`src/rtl/ui_entry_ctrl.sv`:
```
// ui_entry_ctrl: hex digit entry controller for a front-panel display.
// Collects key-press digits into a shift register, supports backspace,
// clear-on-next-digit arming, an address view and a stop-triggered clear.
// Optional build macro UI_ADDR_FOLLOW_EN: while in the address view the
// display tracks the addr input every cycle; undefined, disp holds.
module ui_entry_ctrl #(
  parameter int DIGITS = 6,
  parameter int ADDR_W = 16
) (
  input  logic                         clk,
  input  logic                         rst_n,
  input  logic [15:0]                  keys,
  input  logic                         b_bksp,
  input  logic                         b_load,
  input  logic                         b_inc,
  input  logic                         b_dec,
  input  logic                         stopped,
  input  logic                         clear_disp,
  input  logic [ADDR_W-1:0]            addr,
  output logic [4*DIGITS-1:0]          disp,
  output logic                         disp_valid,
  output logic [$clog2(DIGITS+1)-1:0]  n_digits,
  output logic                         ovf
);

  localparam int DW = 4 * DIGITS;
  localparam int CW = $clog2(DIGITS + 1);

  localparam logic [1:0] ST_ENTRY = 2'd0;
  localparam logic [1:0] ST_ARMED = 2'd1;
  localparam logic [1:0] ST_ADDR  = 2'd2;

  logic [1:0]    state_q, state_d;
  logic [DW-1:0] disp_q, disp_d;
  logic [CW-1:0] cnt_q, cnt_d;
  logic          ovf_q, ovf_d;
  logic          stop_q;
  // Low for the first edge after reset release so a stopped level that is
  // already high at release is not mistaken for a fresh halt.
  logic          live_q;

  logic          stop_evt;
  logic          key_evt;
  logic [3:0]    digit;
  logic          cnt_full;

  // b_inc/b_dec only keep the address view; they carry no other action here.
`ifdef UI_ADDR_FOLLOW_EN
  logic          unused_ok;
  assign unused_ok = &{1'b0, b_inc, b_dec};
  logic [DW-1:0] addr_ext;
  // Zero-extend addr to the display width.
  always_comb begin
    addr_ext = '0;
    addr_ext[ADDR_W-1:0] = addr;
  end
`else
  logic          unused_ok;
  assign unused_ok = &{1'b0, b_inc, b_dec, addr};
`endif

  assign stop_evt = stopped & ~stop_q & live_q;
  assign key_evt  = |keys;
  assign cnt_full = (cnt_q == CW'(DIGITS));

  // Lowest-index set key wins when several are pressed together.
  always_comb begin
    digit = 4'h0;
    for (int i = 15; i >= 0; i--) begin
      if (keys[i]) digit = 4'(i);
    end
  end

  // Event priority: stop > key > backspace > load; clear_disp arms on the side.
  always_comb begin
    state_d = state_q;
    disp_d  = disp_q;
    cnt_d   = cnt_q;
    ovf_d   = ovf_q;
    if (stop_evt) begin
      disp_d  = '0;
      cnt_d   = '0;
      ovf_d   = 1'b0;
      state_d = ST_ENTRY;
    end else if (key_evt) begin
      if (state_q == ST_ARMED) begin
        disp_d = '0;
        disp_d[3:0] = digit;
        cnt_d  = CW'(1);
        ovf_d  = 1'b0;
      end else begin
        disp_d = {disp_q[DW-5:0], digit};
        cnt_d  = cnt_full ? cnt_q : cnt_q + CW'(1);
        ovf_d  = ovf_q | cnt_full;
      end
      state_d = ST_ENTRY;
    end else begin
      if (b_bksp) begin
        if (state_q == ST_ENTRY) begin
          disp_d = {4'h0, disp_q[DW-1:4]};
          cnt_d  = (cnt_q == '0) ? cnt_q : cnt_q - CW'(1);
        end
      end else if (b_load) begin
        state_d = ST_ADDR;
        cnt_d   = '0;
      end else if (state_q == ST_ADDR) begin
`ifdef UI_ADDR_FOLLOW_EN
        disp_d = addr_ext;
`endif
      end
      // Arming overrides the load's ADDR target but not its count clear.
      if (clear_disp) state_d = ST_ARMED;
    end
  end

  // State registers with asynchronous active-low reset.
  always_ff @(posedge clk or negedge rst_n) begin
    if (!rst_n) begin
      state_q <= ST_ENTRY;
      disp_q  <= '0;
      cnt_q   <= '0;
      ovf_q   <= 1'b0;
      stop_q  <= 1'b0;
      live_q  <= 1'b0;
    end else begin
      state_q <= state_d;
      disp_q  <= disp_d;
      cnt_q   <= cnt_d;
      ovf_q   <= ovf_d;
      stop_q  <= stopped;
      live_q  <= 1'b1;
    end
  end

  assign disp       = disp_q;
  assign n_digits   = cnt_q;
  assign ovf        = ovf_q;
  assign disp_valid = !((state_q == ST_ARMED) && (cnt_q == '0));

endmodule
```
`config.mk`:
```
export PLATFORM = sky130hd
export DESIGN_NAME = ui_entry_ctrl
export DESIGN_NICKNAME = d
export VERILOG_FILES = /design/src/rtl/ui_entry_ctrl.sv
export SDC_FILE = /design/constraint.sdc
export NUM_CORES = 1
export LEC_CHECK = 0
export BUFFER_PORTS_ARGS = -buffer_cell sky130_fd_sc_hd__clkbuf_2
export CORE_MARGIN = 1
export CORE_UTILIZATION = 44
export DETAILED_ROUTE_END_ITERATION = 6
export PLACE_DENSITY = 0.84
export SYNTH_ARGS = -nofsm -noshare
export SYNTH_HDL_FRONTEND = slang
export SYNTH_SLANG_ARGS = --single-unit
```
`constraint.sdc`:
```
create_clock -name clk -period 1.75 [get_ports clk]
set_input_delay 0.0875 -clock clk [delete_from_list [all_inputs] [get_ports clk]]
set_output_delay 0.0875 -clock clk [all_outputs]
set_load 0.01 [all_outputs]
```
==> results.toml, run 1 <==
[outcome]
outcome = "finished clean"

[clock_tree]
clkTransAtPathRegs_ns = 0.06
htreeDepth = 2
clock_latency_ns = 0.28
cts_buffer_depth = 2
cts_tree = "yes"
cts_root_buf = "clkbuf_8"
numClockSinks = 32
cts_buffers = 5

[route]
drc_errors = 0
initialDrtViolationCount = 127
finalWirelength_mm = 4.37
vias_per_cell = 5.53
vias = 1731
ant_nets = 0
wl_per_cell_um = 14.0
first_pass_iters = 4

[worst_setup_path]
cp-end-kind = "flop"
cp.required_ns = 1.91
crit_path_start_kind = "flop"
cp_max_fo = 4
cp.arrival_ns = 1.88
worst_path_max_delay_cell = "or3b_4"
critPathKind = "flop to flop"
slowest_delay_ns = 0.40
crit_chain = "or3b_4 -> o21a_1 -> nor3b_4 -> a211o_1 -> a32o_1"

[worst_hold_path]
hold_path_class = "primary input to flop"

[floorplanning]
die_w_um = 66.3
initial_utilization_pct = 45.8
die_area_um2 = 4400
die_h_um = 66.3
io_pins = 69
coreArea_um2 = 3970
row_count = 23

[place]
io_buffer_count = 50
gp_congestion = 0.871
dp_cells = 302
place_hpwl_mm = 3.13

[grt]
gr-total-overflow = 0
grt_pass1_vias = 1633
grt_first_pass_wirelength_mm = 7.34
grt_usage_pct = 21.8
antenna_found_initial = 0
grt_max_degree = 33

[layout]
final_util_pct = 61.1
areaGrowthSynthToFinish_pct = 33.4
nets = 306
fin_cells = 313
final_common_cell = "clkbuf_2"
n_fill_cell = 334
drive_above_1_share_pct = 34.2
antennaDiodeCount = 0
final_cell_mix = "clkbuf_2 (50), dfrtp_1 (32), nand2_1 (29), o21ai_0 (25), buf_4 (20)"

[logic_synthesis]
synthTopCellsByArea = "dfrtp_1 (44%), a2bb2oi_1 (8.7%), o21ai_0 (6.9%)"
synth_warnings = 0
synth.top_cell.area_share_pct = 44.0
yosysUniqueCellTypes = 46
syn_nets = 234
yosysSeqAreaShare_pct = 44.0
muxShareOfSynthArea_pct = 1.10
synthAdderAreaFrac_pct = 2.75
synth_edf_count = 0
synth_area_um2 = 1820
synth_compound_area_share_pct = 25.8
yosys.area.top_type = "dfrtp_1"
synthArstFlopShare_pct = 100
syn_inst = 190
yosys.area_share.simple_pct = 22.0
synth_xor_area_share_pct = 0
avgSynthCellArea_um2 = 9.57
synth_ff_type = "dfrtp_1"
synth_top_family_by_area = "compound AO/OA/AOI/OAI gates"
synth_seq_cells = 32

[sta]
slew_headroom_pct = 48.3
setup-violations-final = 0
worst_hold_slack_ns = 0.151
tns_ns = 0
max_freq_mhz = 581
maxSlewViolCount = 0
rsz0062_at_grt = "yes"
finalHoldViolCount = 0
fin_skew_ns = 0.00549
worst_slew_pin_slew_ns = 0.775
period_minus_slack_ns = 1.72
finalCritPeriodShare_pct = 98.4

[pwr]
p_leak_nw = 1.21
power_density_nw_per_um2 = 933
peakVddDrop_v = 0.000331
power.total_mw = 2.26

[flow_run]
drv_cap = 0
critical path: cells and delay by family, from the launching register on:
family	cells	cell delay (ns)
AOI/OAI and AO/OA	3	0.66
and+or+nand+nor	2	0.56
DFF	1	0.38
Yosys cell counts (2+ instances only):
master      n
a2bb2oi_1  18
a22o_1      4
ha_1        4
nor2_1      9
o21ai_0    25
and3_1      2
mux2i_1     2
inv_1       7
nand3_1     4
nor3b_1     2
a211o_1     2
dfrtp_1    32
clkbuf_1    6
nand2_1    29
nor2b_1     3
nor4_4      3
and2_1      2
a21oi_1     4
nand2b_1    3
buf_2       3
registers in the layout, summed over array words and instances, names as in the netlist:
| signal | cells |
|---|---|
| stop_q | 1 |
| ovf | 1 |
| disp | 24 |
| n_digits | 3 |
| live_q | 1 |
| state_q | 2 |
power by group:
group,internal [mW],leakage (nW),switching (mW)
Clock,0.422,0.0552,0.259
Combinational,0.359,0.726,0.368
Sequential,0.811,0.426,0.0440
final timing paths:
kind / startpoint / endpoint / slack [ns] / cells after the start
hold reg to reg: ovf$_DFFE_PN0N_ / ovf$_DFFE_PN0N_ / 0.50 / 2
max in group asynchronous: rst_n / disp[1]$_DFFE_PN0P_ / 0.82 / 2
setup reg to reg: state_q[1]$_DFFE_PN0P_ / n_digits[2]$_DFFE_PN0P_ / 0.03 / 5
hold / removal: b_load / state_q[1]$_DFFE_PN0P_ / 0.15 / 3
setup / recovery: state_q[1]$_DFFE_PN0P_ / n_digits[2]$_DFFE_PN0P_ / 0.03 / 5
min in group asynchronous: rst_n / disp[18]$_DFFE_PN0P_ / 0.44 / 2
final cells by class:
cell class | instances | area, um^2 | share of cell area (%)
clock buffers | 6 | 72.6 | 2.99
clock inverters | 2 | 35.0 | 1.44
inverters | 7 | 26.3 | 1.08
multi-input cells | 141 | 967 | 39.9
flip-flops and latches | 32 | 801 | 33.0
well taps | 50 | 62.6 | 2.58
repair buffers | 75 | 462 | 19.0
stage by stage:
step | setup WS [ns] | area (um^2)
2_1_floorplan | 0.0283 | 1820
3_3_place_gp | 0.00737 | 2260
3_5_place_dp | -0.0444 | 2260
4_1_cts | -0.0499 | 2400
5_1_grt | -0.0481 | 2430
6_report | 0.0283 | 2430
logic make-up (layout without fill, tap and decap cells):
logic type,count (synthesis),count (layout)
buffers and inverters,17,90
other,1,1
multiplexers,2,2
AO/OA/AOI/OAI,67,67
AND/OR/NAND/NOR,67,67
adder cells (fa/ha/maj),4,4
flip-flops,32,32
what timing repair did:
| action | 4_1_cts | 5_1_grt |
|---|---|---|
| pin swaps | 0 | 3 |
| hold buffers | 3 | 0 |
| endpoints found under the hold margin | 34 | 0 |
| resized for setup | 1 | 7 |
| buffers inserted | 0 | 1 |
| setup endpoints to repair | 1 | 21 |
metal layers:
layer / vias to the layer above / global-route usage (%) / share of wire, %
met5: - / 0 / 0
met4: 0 / 7.18 / 0.62
met3: 2 / 4.14 / 3.6
met2: 45 / 35.7 / 50
met1: 836 / 28.8 / 46
li1: 848 / - / -
Note: power is estimated with default switching activity, not from simulation.
==> inputs of run 2 (changes only) <==
Settings changed: CORE_UTILIZATION 44 to 46.
Clock period 1.75 ns to 2.2 ns, I/O delays scaled along.
==> run 2 against run 1 <==
Net effect:
- sequential share of layout area grew 3.3 points
- global-route usage up 0.55 points
- sequential power fell by 17%
- clock power down 38%
- combinational power decreased by 40%
- die area is 4.2% lower
- wire length is 4.4% lower
- fmax is 15% lower
- register-to-register slack better by 0.14 ns
- highest routed layer unchanged
==> results.toml, run 2 (synthesis gave the netlist of run 1 again) <==
[worst_setup_path]
cp.required_ns = 2.38
reg2reg_slack_ns = 0.17
cp.arrival_ns = 2.21
cp_max_fo = 5
worstReg2RegEnd = "n_digits[0]$_DFFE_PN0P_"
critPathKind = "flop to flop"
cp-end-kind = "flop"
cp-endpoint = "n_digits[0]$_DFFE_PN0P_"
r2r_start = "n_digits[0]$_DFFE_PN0P_"
worstSetupStartpoint = "n_digits[0]$_DFFE_PN0P_"
crit_path_start_kind = "flop"
reg2reg_depth = 7

[clock_tree]
post-cts-setup-buffer-count = 0
numClockSinks = 32
cts_tree = "yes"
ctsResizeCount = 0
clock_latency_ns = 0.28
clkTransAtPathRegs_ns = 0.07
cts_hold_buf = 2
cts_root_buf = "clkbuf_8"
htreeDepth = 2
cts_buffers = 5
cts_buffer_depth = 2

[floorplanning]
coreArea_um2 = 3720
initial_utilization_pct = 49.0
die_area_um2 = 4210
io_pins = 69
die_w_um = 64.9
die_h_um = 64.9
row_count = 22

[pwr]
power_density_nw_per_um2 = 710
p_int_mw = 1.06
combPwrFrac_pct = 27.9
switchingPower_mw = 0.508
p_leak_nw = 1.08
peakVddDrop_v = 0.000335
p_seq_share_pct = 45.1
switching_share_pct = 32.4
p_clk_share_pct = 27.0

[sta]
tns_ns = 0
finalCritPeriodShare_pct = 92.2
fin_skew_ns = 0.00589
finalHoldViolCount = 0
maxSlewViolCount = 0
max_freq_mhz = 493
setup-violations-final = 0
period_minus_slack_ns = 2.03
rsz0062_at_grt = "no"
slew_headroom_pct = 47.0
worst_slew_pin_slew_ns = 0.795

[place]
gp_congestion = 0.809
dp_cells = 282
dpl_cell_area_um2 = 2110
place_hpwl_mm = 2.99
io_buffer_count = 50

[route]
vias_per_cell = 5.79
wl_per_cell_um = 14.4
first_pass_iters = 4
drc_errors = 0
vias = 1684
ant_nets = 0
initialDrtViolationCount = 179
finalWirelength_mm = 4.18

[grt]
grt_first_pass_wirelength_mm = 7.32
antenna_found_initial = 0
grt_usage_pct = 22.4
grt_max_degree = 33
grt_pass1_vias = 1612
gr-total-overflow = 0

[worst_hold_path]
hold_path_class = "primary input to flop"

[flow_run]
drv_cap = 0

[layout]
final_area_um2 = 2210
largest_reg_flops = 24
drive_above_1_share_pct = 27.2
final_cell_mix = "clkbuf_2 (50), dfrtp_1 (32), nand2_1 (29), o21ai_0 (25), a2bb2oi_1 (18)"
areaGrowthSynthToFinish_pct = 21.4
fin_cells = 291
antennaDiodeCount = 0
final_common_cell = "clkbuf_2"
nets = 287

[outcome]
outcome = "finished clean"
## run 2: worst min path at each step
stage          depth (start not counted)                     end  startpoint
2_1_floorplan                          0     disp[0]$_DFFE_PN0P_       rst_n
3_3_place_gp                           1    disp[22]$_DFFE_PN0P_       rst_n
3_5_place_dp                           1    disp[22]$_DFFE_PN0P_       rst_n
4_1_cts                                2  state_q[1]$_DFFE_PN0P_  clear_disp
5_1_grt                                2  state_q[1]$_DFFE_PN0P_  clear_disp
6_report                               2  state_q[1]$_DFFE_PN0P_  clear_disp
## run 2: metrics by stage
stage	hold WS, ns	utilization [%]	total power, mW	worst slack (ns)
3_5_place_dp	0.225	56.8	1.15	0.209
3_3_place_gp	0.230	56.8	1.13	0.242
2_1_floorplan	-0.186	-	0.986	0.478
6_report	0.0199	59.4	1.57	0.172
4_1_cts	0.0242	59.4	1.57	0.186
5_1_grt	0.0182	59.4	1.66	0.0342
## run 2: worst max-delay path, stage by stage (launching register included)
cell,delay (ns)
dfrtp_1,0.42
inv_1,0.14
ha_1,0.15
nor2b_1,0.19
o21a_1,0.19
nor3b_1,0.48
o21ai_0,0.16
and3_1,0.19
## run 2: power by group through the flow
stage / Combinational (mW) / Sequential [mW] / Clock [mW]
after CTS: 0.439 / 0.707 / 0.427
after global routing: 0.495 / 0.717 / 0.452
after floorplan: 0.256 / 0.730 / 0
after global placement: 0.420 / 0.714 / 0
final: 0.437 / 0.708 / 0.423
after detailed placement: 0.435 / 0.718 / 0
## run 2: layout make-up
cell class | count | area [um^2]
fillers | 338 | 1510
multi-input cells | 141 | 943
flip-flops and latches | 32 | 801
repair buffers | 56 | 300
clock buffers | 6 | 72.6
well taps | 48 | 60.1
inverters | 7 | 26.3
clock inverters | 1 | 5.00
## run 2: metal layers
layer  part of all wire [%]  vias up  global-route usage (%)
met1                     46      834                    29.0
met4                    1.1        0                    7.22
met2                     49       42                    36.7
met5                      0        -                       0
met3                    3.6        4                    4.93
li1                       -      804                       -
==> inputs of run 3 (changes only) <==
==> constraint.sdc (replaced) <==
create_clock -name clk -period 2.2 [get_ports clk]
set_input_delay 0.22 -clock clk [delete_from_list [all_inputs] [get_ports clk]]
set_output_delay 0.22 -clock clk [all_outputs]
set_load 0.01 [all_outputs]
==> run 3 against run 2 <==
Net effect:
- clock power is 30% higher
- fmax is 12% higher
- register-to-register slack better by 0.21 ns
- die area stayed put
- count of clock-buffer cells in the layout stayed put
- combinational power is 4% higher
- utilization is 2.0 points higher
- non-clock buffer count is 6 higher
- critical path depth stayed put
- cell area is 3.4% higher
- flip-flop and latch count stayed put
- largest power group unchanged
==> results.toml, run 3 (synthesis gave the netlist of run 1 again) <==
[outcome]
outcome = "finished clean"

[grt]
grt_usage_pct = 22.3
gr-total-overflow = 0
grt_pass1_vias = 1590
antenna_found_initial = 0
grt_max_degree = 33
grt_first_pass_wirelength_mm = 7.20

[layout]
final_util_pct = 61.4
largest_reg_flops = 24
antennaDiodeCount = 0
nets = 293
final_common_cell = "clkbuf_2"
final_cell_mix = "clkbuf_2 (50), dfrtp_1 (32), nand2_1 (29), o21ai_0 (25), a2bb2oi_1 (18)"
fin_cells = 298
areaGrowthSynthToFinish_pct = 25.5
drive_above_1_share_pct = 30.4

[route]
first_pass_iters = 4
finalWirelength_mm = 4.28
drc_errors = 0
vias_per_cell = 5.60
ant_nets = 0
initialDrtViolationCount = 175
vias = 1670
wl_per_cell_um = 14.4

[pwr]
p_leak_nw = 1.13
peakVddDrop_v = 0.000356
power_density_nw_per_um2 = 751

[sta]
fin_skew_ns = 0.00307
maxSlewViolCount = 0
rsz0062_at_grt = "no"
tns_ns = 0
finalCritPeriodShare_pct = 82.5
setup-violations-final = 0
fin_ws_ns = 0.386
slew_headroom_pct = 47.0
period_minus_slack_ns = 1.81
finalHoldViolCount = 0
worst_slew_pin_slew_ns = 0.795
max_freq_mhz = 551
worst_hold_slack_ns = 0.0116

[worst_setup_path]
critPathKind = "flop to flop"
slowest_delay_ns = 0.40
cp.depth = 7
worstSetupStartpoint = "n_digits[0]$_DFFE_PN0P_"
cp_max_fo = 5
cp-endpoint = "n_digits[2]$_DFFE_PN0P_"
r2r_start = "n_digits[0]$_DFFE_PN0P_"
cp.arrival_ns = 1.98
crit_path_start_kind = "flop"
worst_path_max_delay_cell = "dfrtp_1"
cp-end-kind = "flop"
reg2reg_slack_ns = 0.39
worstReg2RegEnd = "n_digits[2]$_DFFE_PN0P_"
worst-path-buf-inv = 1
crit_chain = "inv_1 -> ha_1 -> nor2b_1 -> o21a_1 -> nor3b_2 -> a211o_1 -> a32o_1"
reg2reg_depth = 7
cpLargestDelayFamily = "compound AO/OA/AOI/OAI gates"
cp.required_ns = 2.37

[floorplanning]
die_w_um = 64.9
die_h_um = 64.9
coreArea_um2 = 3720
die_area_um2 = 4210
row_count = 22
initial_utilization_pct = 49.0
io_pins = 69

[clock_tree]
cts_buffer_depth = 2
clkTransAtPathRegs_ns = 0.07
cts_hold_buf = 0
cts_root_buf = "clkbuf_8"
numClockSinks = 32
clock_latency_ns = 0.28
cts_buffers = 5
cts_tree = "yes"
htreeDepth = 2

[place]
dp_cells = 290
io_buffer_count = 50
gp_congestion = 0.858
place_hpwl_mm = 3.11
post-place-ws_ns = 0.258

[worst_hold_path]
hold_path_class = "primary input to asynchronous set/reset pin"

[flow_run]
drv_cap = 0
-- run 3: cell types whose count changed in the layout (fill, tap and decap cells not counted), sizes merged --
cell and change:
bufinv +1, dlygate4sd3 -2, buf +8
-- run 3: worst min path at each step --
stage / start / to / cells after the start
finish: rst_n / disp[23]$_DFFE_PN0P_ / 1
global route: stopped / stop_q$_DFF_PN0_ / 1
CTS: rst_n / disp[22]$_DFFE_PN0P_ / 1
detailed placement: rst_n / disp[22]$_DFFE_PN0P_ / 1
global placement: rst_n / disp[22]$_DFFE_PN0P_ / 1
floorplan: rst_n / disp[0]$_DFFE_PN0P_ / 0
-- run 3: where the power goes --
| group | internal (mW) | switching [mW] |
|---|---|---|
| clock | 0.336 | 0.216 |
| combinational | 0.206 | 0.250 |
| sequential | 0.645 | 0.0620 |
| total | 1.19 | 0.529 |
-- run 3: metrics by stage --
step / instance area, um^2 / total power [mW]
floorplan: 1820 / 0.986
global placement: 2170 / 1.14
detailed placement: 2170 / 1.17
CTS: 2280 / 1.72
global route: 2280 / 1.82
finish: 2280 / 1.72
-- run 3: timing repair --
action | CTS | global route
setup endpoints to repair | 0 | 1
setup buffers | 0 | 0
gates resized for setup | 0 | 1
-- run 3: routing by layer --
metal | up-vias | GRT usage (%) | wire length, um
met5 | - | 0 | 0
met4 | 0 | 6.67 | 41
met3 | 5 | 4.75 | 186
met2 | 55 | 35.3 | 2070
met1 | 793 | 30.4 | 1980
li1 | 817 | - | -
-- run 3: layout make-up --
class                      instances  area [um^2]
timing repair buffer              62          340
clock buffer                       6         72.6
inverter                           7         26.3
clock inverter                     2         35.0
multi-input combinational        141          948
tap                               48         60.1
sequential                        32          801
fill                             348         1430
